## config.mk

```make
export PLATFORM = sky130hd
export DESIGN_NAME = minterm_scanner_flat
export DESIGN_NICKNAME = d
export VERILOG_FILES = /design/src/rtl/minterm_pkg.sv /design/src/rtl/minterm_scanner_if.sv /design/src/rtl/minterm_settle_timer.sv /design/src/rtl/minterm_scanner.sv /design/src/flat_wrapper.sv
export SDC_FILE = /design/constraint.sdc
export NUM_CORES = 1
export LEC_CHECK = 0
export ABC_AREA = 0
export ABC_CLOCK_PERIOD_IN_PS = 5350
export CAP_MARGIN = 20
export CORE_MARGIN = 5
export CORE_UTILIZATION = 56
export DETAILED_ROUTE_END_ITERATION = 8
export GPL_TIMING_DRIVEN = 0
export PLACE_DENSITY = 0.81
export REMOVE_ABC_BUFFERS = 1
export SYNTH_ARGS = -nofsm -noshare
export SYNTH_HDL_FRONTEND = slang
export SYNTH_SLANG_ARGS = --single-unit
export TNS_END_PERCENT = 1
```

## constraint.sdc

```tcl
create_clock -name clk -period 5.35 [get_ports clk]
set_input_delay 1.07 -clock clk [delete_from_list [all_inputs] [get_ports clk]]
set_output_delay 1.07 -clock clk [all_outputs]
set_load 0.01 [all_outputs]
```

## src/rtl/minterm_pkg.sv

```systemverilog
// Shared types and widths for the minterm scanner: FSM state encoding and
// the code/mask/count widths of a 4-input truth-table read-back.
package minterm_pkg;

  localparam int N_IN   = 4;
  localparam int MASK_W = 16;
  localparam int CNT_W  = 5;

  typedef enum logic [1:0] {
    ST_IDLE,
    ST_SETTLE,
    ST_SAMPLE,
    ST_DONE
  } state_e;

endpackage : minterm_pkg

```

## src/rtl/minterm_scanner_if.sv

```systemverilog
// Harness-side bundle of the scanner: start/done handshake, FUT drive/sense
// lines and the extracted result.
interface minterm_scanner_if;

  logic        start;
  logic        y_in;
  logic        d_out;
  logic        c_out;
  logic        b_out;
  logic        a_out;
  logic        busy;
  logic        done;
  logic [15:0] mask;
  logic [4:0]  count;

  modport slave (
    input  start, y_in,
    output d_out, c_out, b_out, a_out, busy, done, mask, count
  );

  modport master (
    output start, y_in,
    input  d_out, c_out, b_out, a_out, busy, done, mask, count
  );

endinterface : minterm_scanner_if

```

## src/rtl/minterm_settle_timer.sv

```systemverilog
// Loadable 4-bit down-counter with a zero flag; times the settle interval
// between driving a code and sampling the FUT output.
module minterm_settle_timer (
  input  logic       clk,
  input  logic       rst,
  input  logic       load_i,
  input  logic [3:0] load_val_i,
  input  logic       dec_i,
  output logic       zero_o
);

  logic [3:0] cnt_q, cnt_d;

  // NOTE: every always_comb output gets a default first, so no path leaves it unassigned and no latch is inferred.
  always_comb begin
    cnt_d = cnt_q;
    if (load_i) begin
      cnt_d = load_val_i;
    end else if (dec_i && (cnt_q != 4'd0)) begin
      cnt_d = cnt_q - 4'd1;
    end
  end

  // NOTE: sequential state uses non-blocking assignments so all flops update together on the edge.
  always_ff @(posedge clk or posedge rst) begin
    if (rst) begin
      cnt_q <= 4'd0;
    end else begin
      cnt_q <= cnt_d;
    end
  end

  assign zero_o = (cnt_q == 4'd0);

endmodule : minterm_settle_timer

```

## src/rtl/minterm_scanner.sv

```systemverilog
// Walks a 4-input FUT through codes 0..15, samples Y after SETTLE idle
// cycles per code, and reports the minterm mask and its popcount.
module minterm_scanner
  import minterm_pkg::*;
#(
  parameter int unsigned SETTLE = 1
) (
  input  logic               clk,
  input  logic               rst,
  minterm_scanner_if.slave   bus
);

  // A timer loaded with SETTLE-1 reaches zero after SETTLE cycles in ST_SETTLE.
  localparam logic [3:0]      TMR_LOAD  = (SETTLE == 0) ? 4'd0 : 4'(SETTLE - 1);
  localparam state_e          ST_WAIT   = (SETTLE == 0) ? ST_SAMPLE : ST_SETTLE;
  localparam logic [N_IN-1:0] IDX_LAST  = '1;

  state_e              state_q, state_d;
  logic [N_IN-1:0]     idx_q, idx_d;
  logic [MASK_W-1:0]   mask_q, mask_d;
  logic [CNT_W-1:0]    count_q, count_d;
  logic                busy_q, busy_d;
  logic                done_q, done_d;
  logic                tmr_load, tmr_dec, tmr_zero;
  logic                start_ok;

  // A start is honoured only when no scan is running.
  assign start_ok = bus.start && ((state_q == ST_IDLE) || (state_q == ST_DONE));

  minterm_settle_timer u_settle_timer (
    .clk        (clk),
    .rst        (rst),
    .load_i     (tmr_load),
    .load_val_i (TMR_LOAD),
    .dec_i      (tmr_dec),
    .zero_o     (tmr_zero)
  );

  always_ff @(posedge clk or posedge rst) begin
    if (rst) begin
      state_q <= ST_IDLE;
    end else begin
      state_q <= state_d;
    end
  end

  always_comb begin
    state_d = state_q;
    unique case (state_q)
      ST_IDLE,
      ST_DONE:   if (start_ok) state_d = ST_WAIT;
      ST_SETTLE: if (tmr_zero) state_d = ST_SAMPLE;
      ST_SAMPLE: state_d = (idx_q == IDX_LAST) ? ST_DONE : ST_WAIT;
      default:   state_d = ST_IDLE;
    endcase
  end

  always_comb begin
    idx_d    = idx_q;
    mask_d   = mask_q;
    count_d  = count_q;
    busy_d   = busy_q;
    done_d   = done_q;
    tmr_load = 1'b0;
    tmr_dec  = 1'b0;
    unique case (state_q)
      ST_IDLE,
      ST_DONE: begin
        if (start_ok) begin
          idx_d    = '0;
          mask_d   = '0;
          count_d  = '0;
          busy_d   = 1'b1;
          done_d   = 1'b0;
          tmr_load = 1'b1;
        end
      end
      ST_SETTLE: begin
        tmr_dec = !tmr_zero;
      end
      ST_SAMPLE: begin
        mask_d[idx_q] = bus.y_in;
        count_d       = count_q + CNT_W'(bus.y_in);
        if (idx_q == IDX_LAST) begin
          busy_d = 1'b0;
          done_d = 1'b1;
        end else begin
          idx_d    = idx_q + 1'b1;
          tmr_load = 1'b1;
        end
      end
      default: ;
    endcase
  end

  // The mask is plain result state, so it clears on reset with everything else.
  always_ff @(posedge clk or posedge rst) begin
    if (rst) begin
      idx_q   <= '0;
      mask_q  <= '0;
      count_q <= '0;
      busy_q  <= 1'b0;
      done_q  <= 1'b0;
    end else begin
      idx_q   <= idx_d;
      mask_q  <= mask_d;
      count_q <= count_d;
      busy_q  <= busy_d;
      done_q  <= done_d;
    end
  end

  assign bus.d_out = idx_q[3];
  assign bus.c_out = idx_q[2];
  assign bus.b_out = idx_q[1];
  assign bus.a_out = idx_q[0];
  assign bus.busy  = busy_q;
  assign bus.done  = done_q;
  assign bus.mask  = mask_q;
  assign bus.count = count_q;

endmodule : minterm_scanner
```

## src/flat_wrapper.sv

```systemverilog
// flat-port wrapper written by rule: the top's interface ports become plain ports
module minterm_scanner_flat import minterm_pkg::*;
#(
  parameter int unsigned SETTLE = 1
)
  (clk, rst, bus_start, bus_y_in, bus_d_out, bus_c_out, bus_b_out, bus_a_out, bus_busy, bus_done, bus_mask, bus_count);
  minterm_scanner_if bus_i ();
  input  logic clk;
  input  logic rst;
  input wire logic [$bits(bus_i.start)-1:0] bus_start;
  input wire logic [$bits(bus_i.y_in)-1:0] bus_y_in;
  output wire logic [$bits(bus_i.d_out)-1:0] bus_d_out;
  output wire logic [$bits(bus_i.c_out)-1:0] bus_c_out;
  output wire logic [$bits(bus_i.b_out)-1:0] bus_b_out;
  output wire logic [$bits(bus_i.a_out)-1:0] bus_a_out;
  output wire logic [$bits(bus_i.busy)-1:0] bus_busy;
  output wire logic [$bits(bus_i.done)-1:0] bus_done;
  output wire logic [$bits(bus_i.mask)-1:0] bus_mask;
  output wire logic [$bits(bus_i.count)-1:0] bus_count;
  assign bus_i.start = bus_start;
  assign bus_i.y_in = bus_y_in;
  assign bus_d_out = bus_i.d_out;
  assign bus_c_out = bus_i.c_out;
  assign bus_b_out = bus_i.b_out;
  assign bus_a_out = bus_i.a_out;
  assign bus_busy = bus_i.busy;
  assign bus_done = bus_i.done;
  assign bus_mask = bus_i.mask;
  assign bus_count = bus_i.count;
  minterm_scanner #(.SETTLE(SETTLE)) u_core (.clk(clk), .rst(rst), .bus(bus_i));
endmodule
```

==> flow_metrics.py <==
metrics = {
    "cells_and_area": {
        "instances_no_fill": 269,
        "nets": 238,
        "fin_area_mm2": 0.002277,
        "area_growth_pct": 24.49,
        "layout-drive-gt1-share_pct": 7.556,
        "diodes": 0,
    },
    "floorplanning": {
        "core-area_mm2": 0.003103,
        "die_h_um": 67.16,
        "initial_utilization_pct": 58.95,
        "die_w_um": 67.16,
        "dieArea_mm2": 0.004510,
        "io_pins": 31,
        "rows": 20,
    },
    "timing": {
        "slew_violations": 0,
        "period_needed_ns": 2.827,
        "worst_slew_pin_slew_ns": 0.7087,
        "layout_setup_ws_ns": 2.523,
        "rsz0062_at_grt": "no",
        "slew_headroom_pct": 52.70,
        "setup_tns_ns": 0,
        "setup_viol": 0,
        "finClkSkew_ns": 0.005169,
        "max_freq_mhz": 353.8,
        "hold_ws_ns": 0.5214,
        "final-hold-violation-count": 0,
        "timing.final.crit_share_pct": 52.83,
    },
    "global_routing": {
        "grt_pass1_vias": 1574,
        "grt_pass1_wl_mm": 7.210,
        "overflow": 0,
        "antenna_found_initial": 0,
        "grt_max_degree": 34,
        "grt.total_usage_pct": 20.62,
    },
    "clock_tree": {
        "cts-resized-gates": 0,
        "cts_tree": "done",
        "root_buffer": "clkbuf_4",
        "cts_setup_buffers": 0,
        "clk_pin_slew_worst_paths_ns": 0.10,
        "cts_max_level": 2,
        "cts_num_sinks": 33,
        "cts-root-to-sink-buffers": 2,
        "cts_made_buffers": 5,
        "cts_hold_buf": 0,
        "insertion_delay_ns": 0.34,
    },
    "synth": {
        "ys.flop_type": "dfrtp_1",
        "postSynthAreaPerCell_um2": 9.381,
        "ys_types": 37,
        "synthCells": 195,
        "yosysSeqAreaShare_pct": 45.14,
        "synth-seq-cells": 33,
        "synthArstFlopShare_pct": 100.0,
        "netlist_area_mm2": 0.001829,
        "yosysWarnings": 0,
        "synth_edf_count": 0,
    },
    "placement": {
        "place_inst": 260,
        "pre_cts_ws_ns": 2.624,
        "place_area_mm2": 0.002182,
        "gp_congestion": 0.8491,
        "dp.final_hpwl_mm": 2.936,
        "port-buffer-count": 30,
    },
    "setup_path": {
        "crit_slowest_cell": "dfrtp_1",
        "worstSetupEndpointType": "output port",
        "required_ns": 4.28,
        "path_cells": "clkdlybuf4s50_1",
        "crit_type": "flip-flop to output port",
        "arrival_ns": 1.76,
        "path_max_fanout": 24,
        "cpPeakStageDelay_ns": 0.75,
        "cp_top_family": "flip-flops",
        "path_buf_inv": 1,
        "worst_setup_path_start_kind": "flip-flop",
    },
    "detailed_routing": {
        "wl_mm": 4.173,
        "final_antenna_net_count": 0,
        "viasPerCell": 5.944,
        "wl_per_cell_um": 15.51,
        "detail_route.iter0.violations": 177,
        "vias": 1599,
        "drtPass1Iterations": 5,
        "drc_errors": 0,
    },
    "pwr": {
        "leakage_nw": 0.9659,
        "vdd_drop_max_mv": 0.3220,
        "powerDensity_mw_per_mm2": 409.3,
    },
    "outcome": {
        "status": "finished, final reports clean",
    },
    "job": {
        "drv_cap": 0,
    },
    "hold_path": {
        "hold_class": "flip-flop to flip-flop",
    },
}
[routing by layer]
layer / wire length, um / GRT usage, %
met5: 0 / 0
met4: 58 / 7.342
met3: 187 / 3.827
met2: 2111 / 34.60
met1: 1815 / 26.57
[placed cells by master (no fill, tap or decap), types with 2 or more instances in the layout]
| master | synthesis | layout |
|---|---|---|
| or3b_1 | 3 | 3 |
| o21ai_0 | 3 | 3 |
| dfrtp_1 | 33 | 33 |
| mux2i_1 | 5 | 4 |
| a32o_1 | 2 | 2 |
| nand2_1 | 8 | 8 |
| clkdlybuf4s50_1 | 0 | 30 |
| clkbuf_8 | 0 | 2 |
| clkbuf_4 | 0 | 5 |
| o22ai_1 | 16 | 16 |
| nand3b_1 | 9 | 9 |
| or3b_2 | 3 | 3 |
| ha_1 | 10 | 10 |
| inv_1 | 28 | 28 |
| a31oi_1 | 2 | 2 |
| nand3_1 | 5 | 5 |
| nand2b_1 | 4 | 4 |
| o21ai_1 | 2 | 2 |
| a21oi_1 | 25 | 25 |
| and3_1 | 2 | 2 |
| nand4b_1 | 2 | 2 |
| nand4_1 | 6 | 6 |
[area by class of cell]
| cell class | instances | area [um^2] |
|---|---|---|
| Inverter | 28 | 105.1 |
| Timing Repair Buffer | 33 | 364.1 |
| Clock inverter | 1 | 5.005 |
| Tap cell | 44 | 55.05 |
| Sequential cell | 33 | 825.8 |
| Clock buffer | 7 | 65.06 |
| Fill cell | 275 | 825.8 |
| Multi-Input combinational cell | 123 | 857.1 |
[through the flow]
stage	util [%]	total power (W)
3_5_place_dp	70.32	0.0007514
3_3_place_gp	68.95	0.0007123
4_1_cts	72.58	0.0009154
2_1_floorplan	-	0.0006207
5_1_grt	73.39	0.001003
6_report	73.39	0.0009320
[registers in the layout, indices dropped and copies added, names as in the netlist]
| name | cells |
|---|---|
| u_core.bus.busy | 1 |
| u_core.u_settle_timer.cnt_q | 4 |
| u_core.bus.mask | 16 |
| u_core.bus.count | 5 |
| u_core.idx_q | 4 |
| u_core.bus.done | 1 |
| u_core.state_q | 2 |
[synthesized netlist by cell type, types with 2 or more instances]
master | count | area (um^2)
dfrtp_1 | 33 | 825.8
nand2_1 | 8 | 30.03
a21oi_1 | 25 | 125.1
nand4b_1 | 2 | 17.52
o21ai_1 | 2 | 10.01
inv_1 | 28 | 105.1
mux2i_1 | 5 | 50.05
nand2b_1 | 4 | 25.02
nand3b_1 | 9 | 67.56
a32o_1 | 2 | 20.02
nand4_1 | 6 | 37.54
ha_1 | 10 | 125.1
or3b_2 | 3 | 26.28
nand3_1 | 5 | 25.02
and3_1 | 2 | 12.51
o21ai_0 | 3 | 15.01
a31oi_1 | 2 | 12.51
clkbuf_1 | 10 | 37.54
or3b_1 | 3 | 26.28
o22ai_1 | 16 | 100.1
[where the power goes]
part	leakage [nW]	switching [W]	internal, W
combinational	0.479	0.000259	0.000193
clock	0.0413	0.0000889	0.0000761
sequential	0.446	0.0000305	0.000285
total	0.966	0.000378	0.000554
[final timing paths]
check                                                 from                                          to  slack, ns  depth (start not counted)
setup / recovery               u_core.idx_q[2]$_DFFE_PP0P_                                   bus_c_out       2.52                          1
max in group asynchronous                              rst  u_core.u_settle_timer.cnt_q[1]$_DFFE_PP0P_       3.69                          3
hold / removal             u_core.bus.mask[14]$_DFFE_PP0P_             u_core.bus.mask[14]$_DFFE_PP0P_       0.52                          2
min in group asynchronous                              rst              u_core.bus.mask[4]$_DFFE_PP0P_       1.13                          2
hold reg to reg            u_core.bus.mask[14]$_DFFE_PP0P_             u_core.bus.mask[14]$_DFFE_PP0P_       0.52                          2
setup reg to reg             u_core.state_q[0]$_DFFE_PP0P_             u_core.bus.mask[10]$_DFFE_PP0P_       3.36                          6
[cell families (layout without fill, tap and decap cells)]
family / Yosys count / in the layout / share of synthesized area (%)
adder cells (fa/ha/maj): 10 / 10 / 6.840
AND/OR/NAND/NOR: 50 / 50 / 17.58
multiplexers: 5 / 5 / 2.736
AO/OA/AOI/OAI: 58 / 58 / 19.49
flip-flops: 33 / 33 / 45.14
buffers and inverters: 39 / 69 / 8.208
Note: power is estimated with default switching activity, not from simulation.
